File: src/rtl/tamarisc_pkg.sv
// -----------------------------------------------------------------------------
// tamarisc_pkg
// Types and constants shared by the tamarisc front end.
//   XLEN          : architectural address/instruction width
//   NOP_INSTR     : canonical no-op (addi x0,x0,0), used as the content of
//                   never-written fetch buffer slots
//   fetch_entry_t : one buffered fetch, {pc, instr}
//   ifetch_state_e: fetch request FSM states
// -----------------------------------------------------------------------------
package tamarisc_pkg;

    localparam int unsigned XLEN = 32;

    localparam logic [XLEN-1:0] NOP_INSTR = 32'h0000_0013;

    typedef struct packed {
        logic [XLEN-1:0] pc;
        logic [XLEN-1:0] instr;
    } fetch_entry_t;

    typedef enum logic [1:0] {
        IDLE = 2'd0,
        REQ  = 2'd1,
        WAIT = 2'd2
    } ifetch_state_e;

endpackage : tamarisc_pkg

File: src/rtl/fetch_fifo.sv
// -----------------------------------------------------------------------------
// fetch_fifo
// Small synchronous FIFO holding fetched instructions for decode.
// Ports:
//   clk_i, rst_n_i : clock, synchronous active-low reset
//   push_i, data_i : write request and entry
//   pop_i          : read request (ignored when empty)
//   flush_i        : drop all entries; overrides push/pop in the same cycle
//   data_o         : head entry (meaningful only when !empty_o)
//   full_o, empty_o: occupancy flags
//   count_o        : number of valid entries, 0..DEPTH
// Push into a full FIFO is accepted only when a pop frees a slot that cycle.
// -----------------------------------------------------------------------------
module fetch_fifo #(
    parameter int unsigned DEPTH     = 2,
    parameter type         entry_t   = logic [63:0],
    parameter entry_t      RESET_VAL = '0
) (
    input  logic                   clk_i,
    input  logic                   rst_n_i,
    input  logic                   push_i,
    input  entry_t                 data_i,
    input  logic                   pop_i,
    input  logic                   flush_i,
    output entry_t                 data_o,
    output logic                   full_o,
    output logic                   empty_o,
    output logic [$clog2(DEPTH):0] count_o
);

    localparam int unsigned AW = $clog2(DEPTH);
    localparam int unsigned CW = AW + 1;

    entry_t          mem_q [DEPTH];
    logic [AW-1:0]   wr_ptr_q;
    logic [AW-1:0]   rd_ptr_q;
    logic [CW-1:0]   count_q;
    logic [CW-1:0]   count_d;
    logic            do_push;
    logic            do_pop;

    assign empty_o = (count_q == '0);
    assign full_o  = (count_q == CW'(DEPTH));
    assign count_o = count_q;
    assign data_o  = mem_q[rd_ptr_q];

    assign do_pop  = pop_i && !empty_o;
    assign do_push = push_i && (!full_o || do_pop);

    always_comb begin
        count_d = count_q;
        if (do_push && !do_pop) begin
            count_d = count_q + CW'(1);
        end else if (!do_push && do_pop) begin
            count_d = count_q - CW'(1);
        end
    end

    // Pointers wrap naturally because DEPTH is a power of two.
    always_ff @(posedge clk_i) begin
        if (!rst_n_i) begin
            wr_ptr_q <= '0;
            rd_ptr_q <= '0;
            count_q  <= '0;
            for (int i = 0; i < int'(DEPTH); i++) begin
                mem_q[i] <= RESET_VAL;
            end
        end else if (flush_i) begin
            wr_ptr_q <= '0;
            rd_ptr_q <= '0;
            count_q  <= '0;
        end else begin
            if (do_push) begin
                mem_q[wr_ptr_q] <= data_i;
                wr_ptr_q        <= wr_ptr_q + AW'(1);
            end
            if (do_pop) begin
                rd_ptr_q <= rd_ptr_q + AW'(1);
            end
            count_q <= count_d;
        end
    end

endmodule : fetch_fifo

File: src/rtl/ifetch.sv
// -----------------------------------------------------------------------------
// ifetch
// Instruction fetch stage between the PC stage and decode. Issues one word
// request at a time on the instruction-memory port, tags each returned word
// with the PC it was fetched for, and buffers it for decode.
// Ports:
//   clk_i, rst_n_i    : clock, synchronous active-low reset
//   pc_i              : current PC from the PC stage
//   branch_taken_i    : redirect; PC stage holds the target from next cycle
//   incr_pc_o         : PC advance strobe, high on an accepted fetch only
//   imem_req_o        : request, held until imem_gnt_i
//   imem_addr_o       : word-aligned pc_i
//   imem_gnt_i        : request accepted this cycle
//   imem_rvalid_i     : read data valid (at least one cycle after grant)
//   imem_rdata_i      : read data
//   instr_valid_o     : buffer head valid
//   instr_o           : head instruction (0 when the buffer is empty)
//   instr_pc_o        : head instruction's PC (0 when the buffer is empty)
//   instr_ready_i     : decode consumes the head this cycle
//   state_o           : current FSM state, for observation
//
// Handshake: the memory request completes in the cycle imem_req_o and
// imem_gnt_i are both high; the response is the single imem_rvalid_i pulse
// that follows. Decode takes the head in any cycle where instr_valid_o and
// instr_ready_i are both high.
// -----------------------------------------------------------------------------
module ifetch
    import tamarisc_pkg::*;
#(
    parameter int unsigned DEPTH = 2,
    parameter int unsigned XLEN  = tamarisc_pkg::XLEN
) (
    input  logic            clk_i,
    input  logic            rst_n_i,
    input  logic [XLEN-1:0] pc_i,
    input  logic            branch_taken_i,
    output logic            incr_pc_o,
    output logic            imem_req_o,
    output logic [XLEN-1:0] imem_addr_o,
    input  logic            imem_gnt_i,
    input  logic            imem_rvalid_i,
    input  logic [XLEN-1:0] imem_rdata_i,
    output logic            instr_valid_o,
    output logic [XLEN-1:0] instr_o,
    output logic [XLEN-1:0] instr_pc_o,
    input  logic            instr_ready_i,
    output ifetch_state_e   state_o
);

    localparam int unsigned CW = $clog2(DEPTH) + 1;

    localparam fetch_entry_t EMPTY_SLOT = '{pc: '0, instr: NOP_INSTR};

    ifetch_state_e   state_q, state_d;
    logic            discard_q, discard_d;
    logic [XLEN-1:0] req_pc_q, req_pc_d;

    logic [CW-1:0]   count;
    logic [CW-1:0]   count_after;
    logic [CW:0]     credit;
    logic            fifo_full;
    logic            fifo_empty;
    logic            gnt_fire;
    logic            rsp_fire;
    logic            push;
    logic            pop;
    fetch_entry_t    push_entry;
    fetch_entry_t    head;

    // ------------------------------------------------------------------
    // Fetch buffer
    // ------------------------------------------------------------------
    assign push_entry = '{pc: req_pc_q, instr: imem_rdata_i};

    fetch_fifo #(
        .DEPTH     (DEPTH),
        .entry_t   (fetch_entry_t),
        .RESET_VAL (EMPTY_SLOT)
    ) u_fifo (
        .clk_i   (clk_i),
        .rst_n_i (rst_n_i),
        .push_i  (push),
        .data_i  (push_entry),
        .pop_i   (pop),
        .flush_i (branch_taken_i),
        .data_o  (head),
        .full_o  (fifo_full),
        .empty_o (fifo_empty),
        .count_o (count)
    );

    // ------------------------------------------------------------------
    // Occupancy bookkeeping
    // ------------------------------------------------------------------
    assign gnt_fire = (state_q == REQ) && imem_gnt_i;
    assign rsp_fire = (state_q == WAIT) && imem_rvalid_i;

    // A response coinciding with a flush is dropped directly.
    assign push = rsp_fire && !discard_q && !branch_taken_i;
    assign pop  = !fifo_empty && instr_ready_i;

    // The outstanding request already owns a slot, so it counts as occupied.
    assign credit = {1'b0, count} + {{CW{1'b0}}, (state_q == WAIT)};

    // Occupancy as it will be after this cycle's push/pop/flush.
    always_comb begin
        count_after = count;
        if (branch_taken_i) begin
            count_after = '0;
        end else if (push && !pop) begin
            count_after = count + CW'(1);
        end else if (!push && pop) begin
            count_after = count - CW'(1);
        end
    end

    // ------------------------------------------------------------------
    // FSM: state register
    // ------------------------------------------------------------------
    always_ff @(posedge clk_i) begin
        if (!rst_n_i) begin
            state_q   <= IDLE;
            discard_q <= 1'b0;
            req_pc_q  <= '0;
        end else begin
            state_q   <= state_d;
            discard_q <= discard_d;
            req_pc_q  <= req_pc_d;
        end
    end

    // ------------------------------------------------------------------
    // FSM: next state
    // ------------------------------------------------------------------
    always_comb begin
        state_d   = state_q;
        discard_d = discard_q;
        req_pc_d  = req_pc_q;

        unique case (state_q)
            IDLE: begin
                if ((credit < (CW+1)'(DEPTH)) && !branch_taken_i) begin
                    state_d = REQ;
                end
            end
            REQ: begin
                if (imem_gnt_i) begin
                    req_pc_d = pc_i;
                    state_d  = WAIT;
                end
            end
            WAIT: begin
                if (imem_rvalid_i) begin
                    state_d = (count_after < CW'(DEPTH)) ? REQ : IDLE;
                end
            end
            default: begin
                state_d = IDLE;
            end
        endcase

        // Only one request can be outstanding, so one bit is enough to mark
        // its response as stale after a redirect.
        if (rsp_fire) begin
            discard_d = 1'b0;
        end else if (branch_taken_i && ((state_q == WAIT) || gnt_fire)) begin
            discard_d = 1'b1;
        end
    end

    // ------------------------------------------------------------------
    // FSM: outputs
    // ------------------------------------------------------------------
    always_comb begin
        imem_req_o    = (state_q == REQ);
        incr_pc_o     = gnt_fire && !branch_taken_i;
        imem_addr_o   = {pc_i[XLEN-1:2], 2'b00};
        instr_valid_o = !fifo_empty;
        instr_o       = fifo_empty ? '0 : head.instr;
        instr_pc_o    = fifo_empty ? '0 : head.pc;
        state_o       = state_q;
    end

    // The credit rule reserves a slot before every request.
    a_no_push_full : assert property (
        @(posedge clk_i) disable iff (!rst_n_i)
        !(push && fifo_full && !pop)
    );

endmodule : ifetch
File: config.mk
export PLATFORM = sky130hd
export DESIGN_NAME = ifetch
export DESIGN_NICKNAME = d
export VERILOG_FILES = /design/src/rtl/tamarisc_pkg.sv /design/src/rtl/fetch_fifo.sv /design/src/rtl/ifetch.sv
export SDC_FILE = /design/constraint.sdc
export NUM_CORES = 1
export LEC_CHECK = 0
export ABC_AREA = 1
export ABC_CLOCK_PERIOD_IN_PS = 3500
export BUFFER_PORTS_ARGS = -buffer_cell sky130_fd_sc_hd__buf_2
export CORE_MARGIN = 2
export CORE_UTILIZATION = 30
export CTS_CLUSTER_DIAMETER = 40
export DETAILED_ROUTE_END_ITERATION = 8
export PLACE_DENSITY = 0.48
export SLEW_MARGIN = 10
export SYNTH_ARGS = -nofsm -noshare
export SYNTH_HDL_FRONTEND = slang
export SYNTH_SLANG_ARGS = --single-unit
File: constraint.sdc
create_clock -name clk_i -period 3.5 [get_ports clk_i]
set_input_delay 0.7 -clock clk_i [delete_from_list [all_inputs] [get_ports clk_i]]
set_output_delay 0.7 -clock clk_i [all_outputs]
set_load 0.1 [all_outputs]
==> flow_metrics.tcl <==
set metrics [dict create \
    postSynthCellCount 758 \
    grt_util_all_layers_pct 14.1 \
    clock_tree.htree_level_count 4 \
    source_of_the_critical_timing_path "u_fifo.count_o[1]" \
    synth.distinct_cells 27 \
    antenna_found_initial 1 \
    std_cell_rows 57 \
    core_region_area_sq_mm 0.0242 \
    worst_ep_arrival_time_ps 2270 \
    post-dp-hpwl_mm 10.8 \
    cp_cell_sequence "inv_1 -> ha_1 -> inv_2 -> buf_4 -> o21ai_0 -> nor2_1 -> buf_2" \
    cts_made_buffers 17 \
    antenna_cells_inserted 0 \
    area.growth.synth_to_final_pct 23.1 \
    post-place-cells 1188 \
    synth_area_leader_cell "edfxtp_1" \
    grt_pass1_wl_mm 27.9 \
    worst_hold_path_type "flip-flop to flip-flop" \
    finalWeightedCongestion 0.744 \
    worst_hold_slack_ps 477 \
    route.vias.total 5161 \
    grt_setup_unrepaired "no" \
    fillers 2482 \
    grt_start_max_net_pins 66 \
    finalHoldViolations 0 \
    max_cap_check_violation_count 0 \
    rr_startpoint "u_fifo.count_o[1]" \
    report.final.setup_viol 0 \
    grt_remaining_overflow 0 \
    fin_skew_ps 17.6 \
    synth_largest_type_area_fraction_pct 52.0 \
    first_pass_iteration_count_of_the_detailed_router 4 \
    post_drt_via_cell_ratio 4.23 \
    timing.hold.worst_path_depth 2 \
    clock_path_buffers 2 \
    period_needed_ps 2970 \
    ir_worst_vdd_v 0.000257 \
    synthesis.yosys.warnings 0 \
    max_stage_delay_ps 470 \
    die_area_sq_mm 0.0259 \
    seq_area_sq_mm 0.00465 \
    fmax_ghz 0.336 \
    path_buf_inv 4 \
    initial_utilization_pct 30.5 \
    flop_and_latch_count_out_of_synthesis 168 \
    setup_total_negative_slack_ps 0 \
    worst-endpoint-required_ps 2800 \
    post_synth_main_area_contributors "edfxtp_1 52%, nor2_1 11%, dfxtp_1 11%" \
    insertion_delay_ps 430 \
    cts_root_buf "clkbuf_16" \
    startpoint_class "flip-flop" \
    drt_first_iter_violations 312 \
    grt_pass1_vias 5132 \
    drive_gt1_share_pct 30.8 \
    timing.critical_path.to_type "output port" \
    worst_path_depth 7 \
    synth_flop_cell "edfxtp_1" \
    synth_edf_count 128 \
    final_net_count 956 \
    rr_worst_depth 10 \
    synth.avg_cell_area_sq_um 9.75 \
    maxSlewViolCount 0 \
    cts_hold_buffers 0 \
    die-width_um 161 \
    detailed_route_drc_error_count 0 \
    clock-sinks 168 \
    tritoncts "yes" \
    min-delay-start "u_fifo.rd_ptr_q" \
    power_mw 4.58 \
    post-cts-setup-buffers 0 \
    dieHeight_um 161 \
    ios 171 \
    timing_worst_setup_path_type "flip-flop to output port" \
    relSlewSlack_pct 45.6 \
    wire_per_inst_um 14.7 \
    power.density_cell_area_mw_per_mm2 504 \
    post_synth_instance_area_sq_mm 0.00739 \
    post_cts.resized_instances 0 \
    post_route_fraction_of_the_period_consumed_by_the_critical_path_pct 85.0 \
    io_buffers 168 \
    seq_area_frac_synth_pct 62.9 \
    ant_nets 0 \
    timing.critical_path.slowest_stage_cell "buf_2" \
    detailed_route_wire_length_mm 17.9 \
    synth_most_common_cell "nor2_1" \
    post_layout_nonfiller_instances 1220 \
    synth_top_cells_by_count "216 x nor2_1, 128 x edfxtp_1, 92 x o21ai_0" \
    timing.critical_path.max_delay_family "buffers and inverters" \
    result_of_the_run "complete, no violations" \
    critical_path_peak_fanout 34 \
    postLayoutCoreUtil_pct 37.5 \
    path_clk_slew_ps 70 \
    multi_input_area_sq_mm 0.00203 \
    share_of_synthesized_registers_carrying_an_async_set_or_reset_pct 0 \
    slew_at_the_pin_closest_to_its_max_slew_limit_ps 816 \
    leakage_nw 3.88 \
]
==> worst register-to-register path: stages (launching register included) <==
cell,delay [ps]
dfxtp_1,350
inv_1,80
ha_1,190
inv_2,60
nand2_1,180
a21oi_4,280
nand2_2,130
nor2_4,140
clkinv_2,320
buf_4,420
nor2_1,140
==> sequential cells by signal, indices dropped and copies added, names as in the netlist, named ones only <==
| register | flops |
|---|---|
| u_fifo.mem_q | 128 |
| req_pc_q | 32 |
| state_o | 2 |
| u_fifo.count_o | 2 |
| discard_q | 1 |
| u_fifo.rd_ptr_q | 1 |
| u_fifo.wr_ptr_q | 1 |
==> cells by family (layout without fill, tap and decap cells) <==
group	count (synthesis)	after routing	synth area share, %
flops	168	168	62.9
simple gates	289	289	16.6
other cells	1	2	0.0508
fa+ha+maj	3	3	0.508
compound gates	138	138	9.57
buf+inv	158	295	10.3
xor+xnor	1	1	0.119
==> cells in the final DEF (no fill, tap or decap), types with 2 or more instances in the layout <==
cell | Yosys | routed
dfxtp_1 | 40 | 39
edfxtp_1 | 128 | 128
clkinv_2 | 0 | 2
conb_1 | 1 | 2
o21ai_1 | 6 | 6
nand2_1 | 22 | 20
buf_2 | 2 | 159
inv_2 | 3 | 4
clkinv_4 | 0 | 2
nand3_1 | 3 | 3
nand2_4 | 0 | 2
inv_1 | 80 | 78
buf_12 | 0 | 12
a21oi_1 | 37 | 37
nor2_4 | 2 | 2
nor2_1 | 216 | 206
inv_6 | 0 | 4
bufinv_16 | 0 | 2
clkinvlp_4 | 0 | 3
inv_8 | 0 | 2
o21ai_0 | 92 | 92
buf_4 | 32 | 9
nor2_2 | 41 | 51
clkbuf_16 | 0 | 17
ha_1 | 3 | 3
==> area by class of cell <==
class | instances | share of cell area (%)
Inverter | 83 | 3.44
Tap cell | 324 | 4.46
Sequential cell | 168 | 51.1
Clock inverter | 15 | 1.83
Clock buffer | 17 | 4.68
Timing Repair Buffer | 180 | 12.1
Multi-Input combinational cell | 433 | 22.4
==> final timing paths <==
kind | to | slack, ps
hold reg to reg | u_fifo.rd_ptr_q | 480
setup reg to reg | u_fifo.mem_q[1][53] | 1040
setup / recovery | instr_pc_o[17] | 530
hold / removal | u_fifo.rd_ptr_q | 480
==> per-layer routing <==
layer	share of wire, %	global-route usage [%]
met2	48	24.2
met5	0.073	0
met4	0.65	3.69
met3	5.0	3.85
met1	46	17.6
==> power breakdown <==
part / internal (mW) / total [mW] / switching [mW]
combinational: 0.0834 / 0.443 / 0.359
clock: 1.07 / 1.91 / 0.838
sequential: 2.21 / 2.23 / 0.0197
==> per-stage QoR <==
stage,area (sq um),setup slack [ps]
after floorplan,7420,67.0
after global routing,9090,352
final,9090,525
after CTS,9090,477
after global placement,8500,894
after detailed placement,8500,828
No activity file was read; power rests on OpenSTA's default activity.
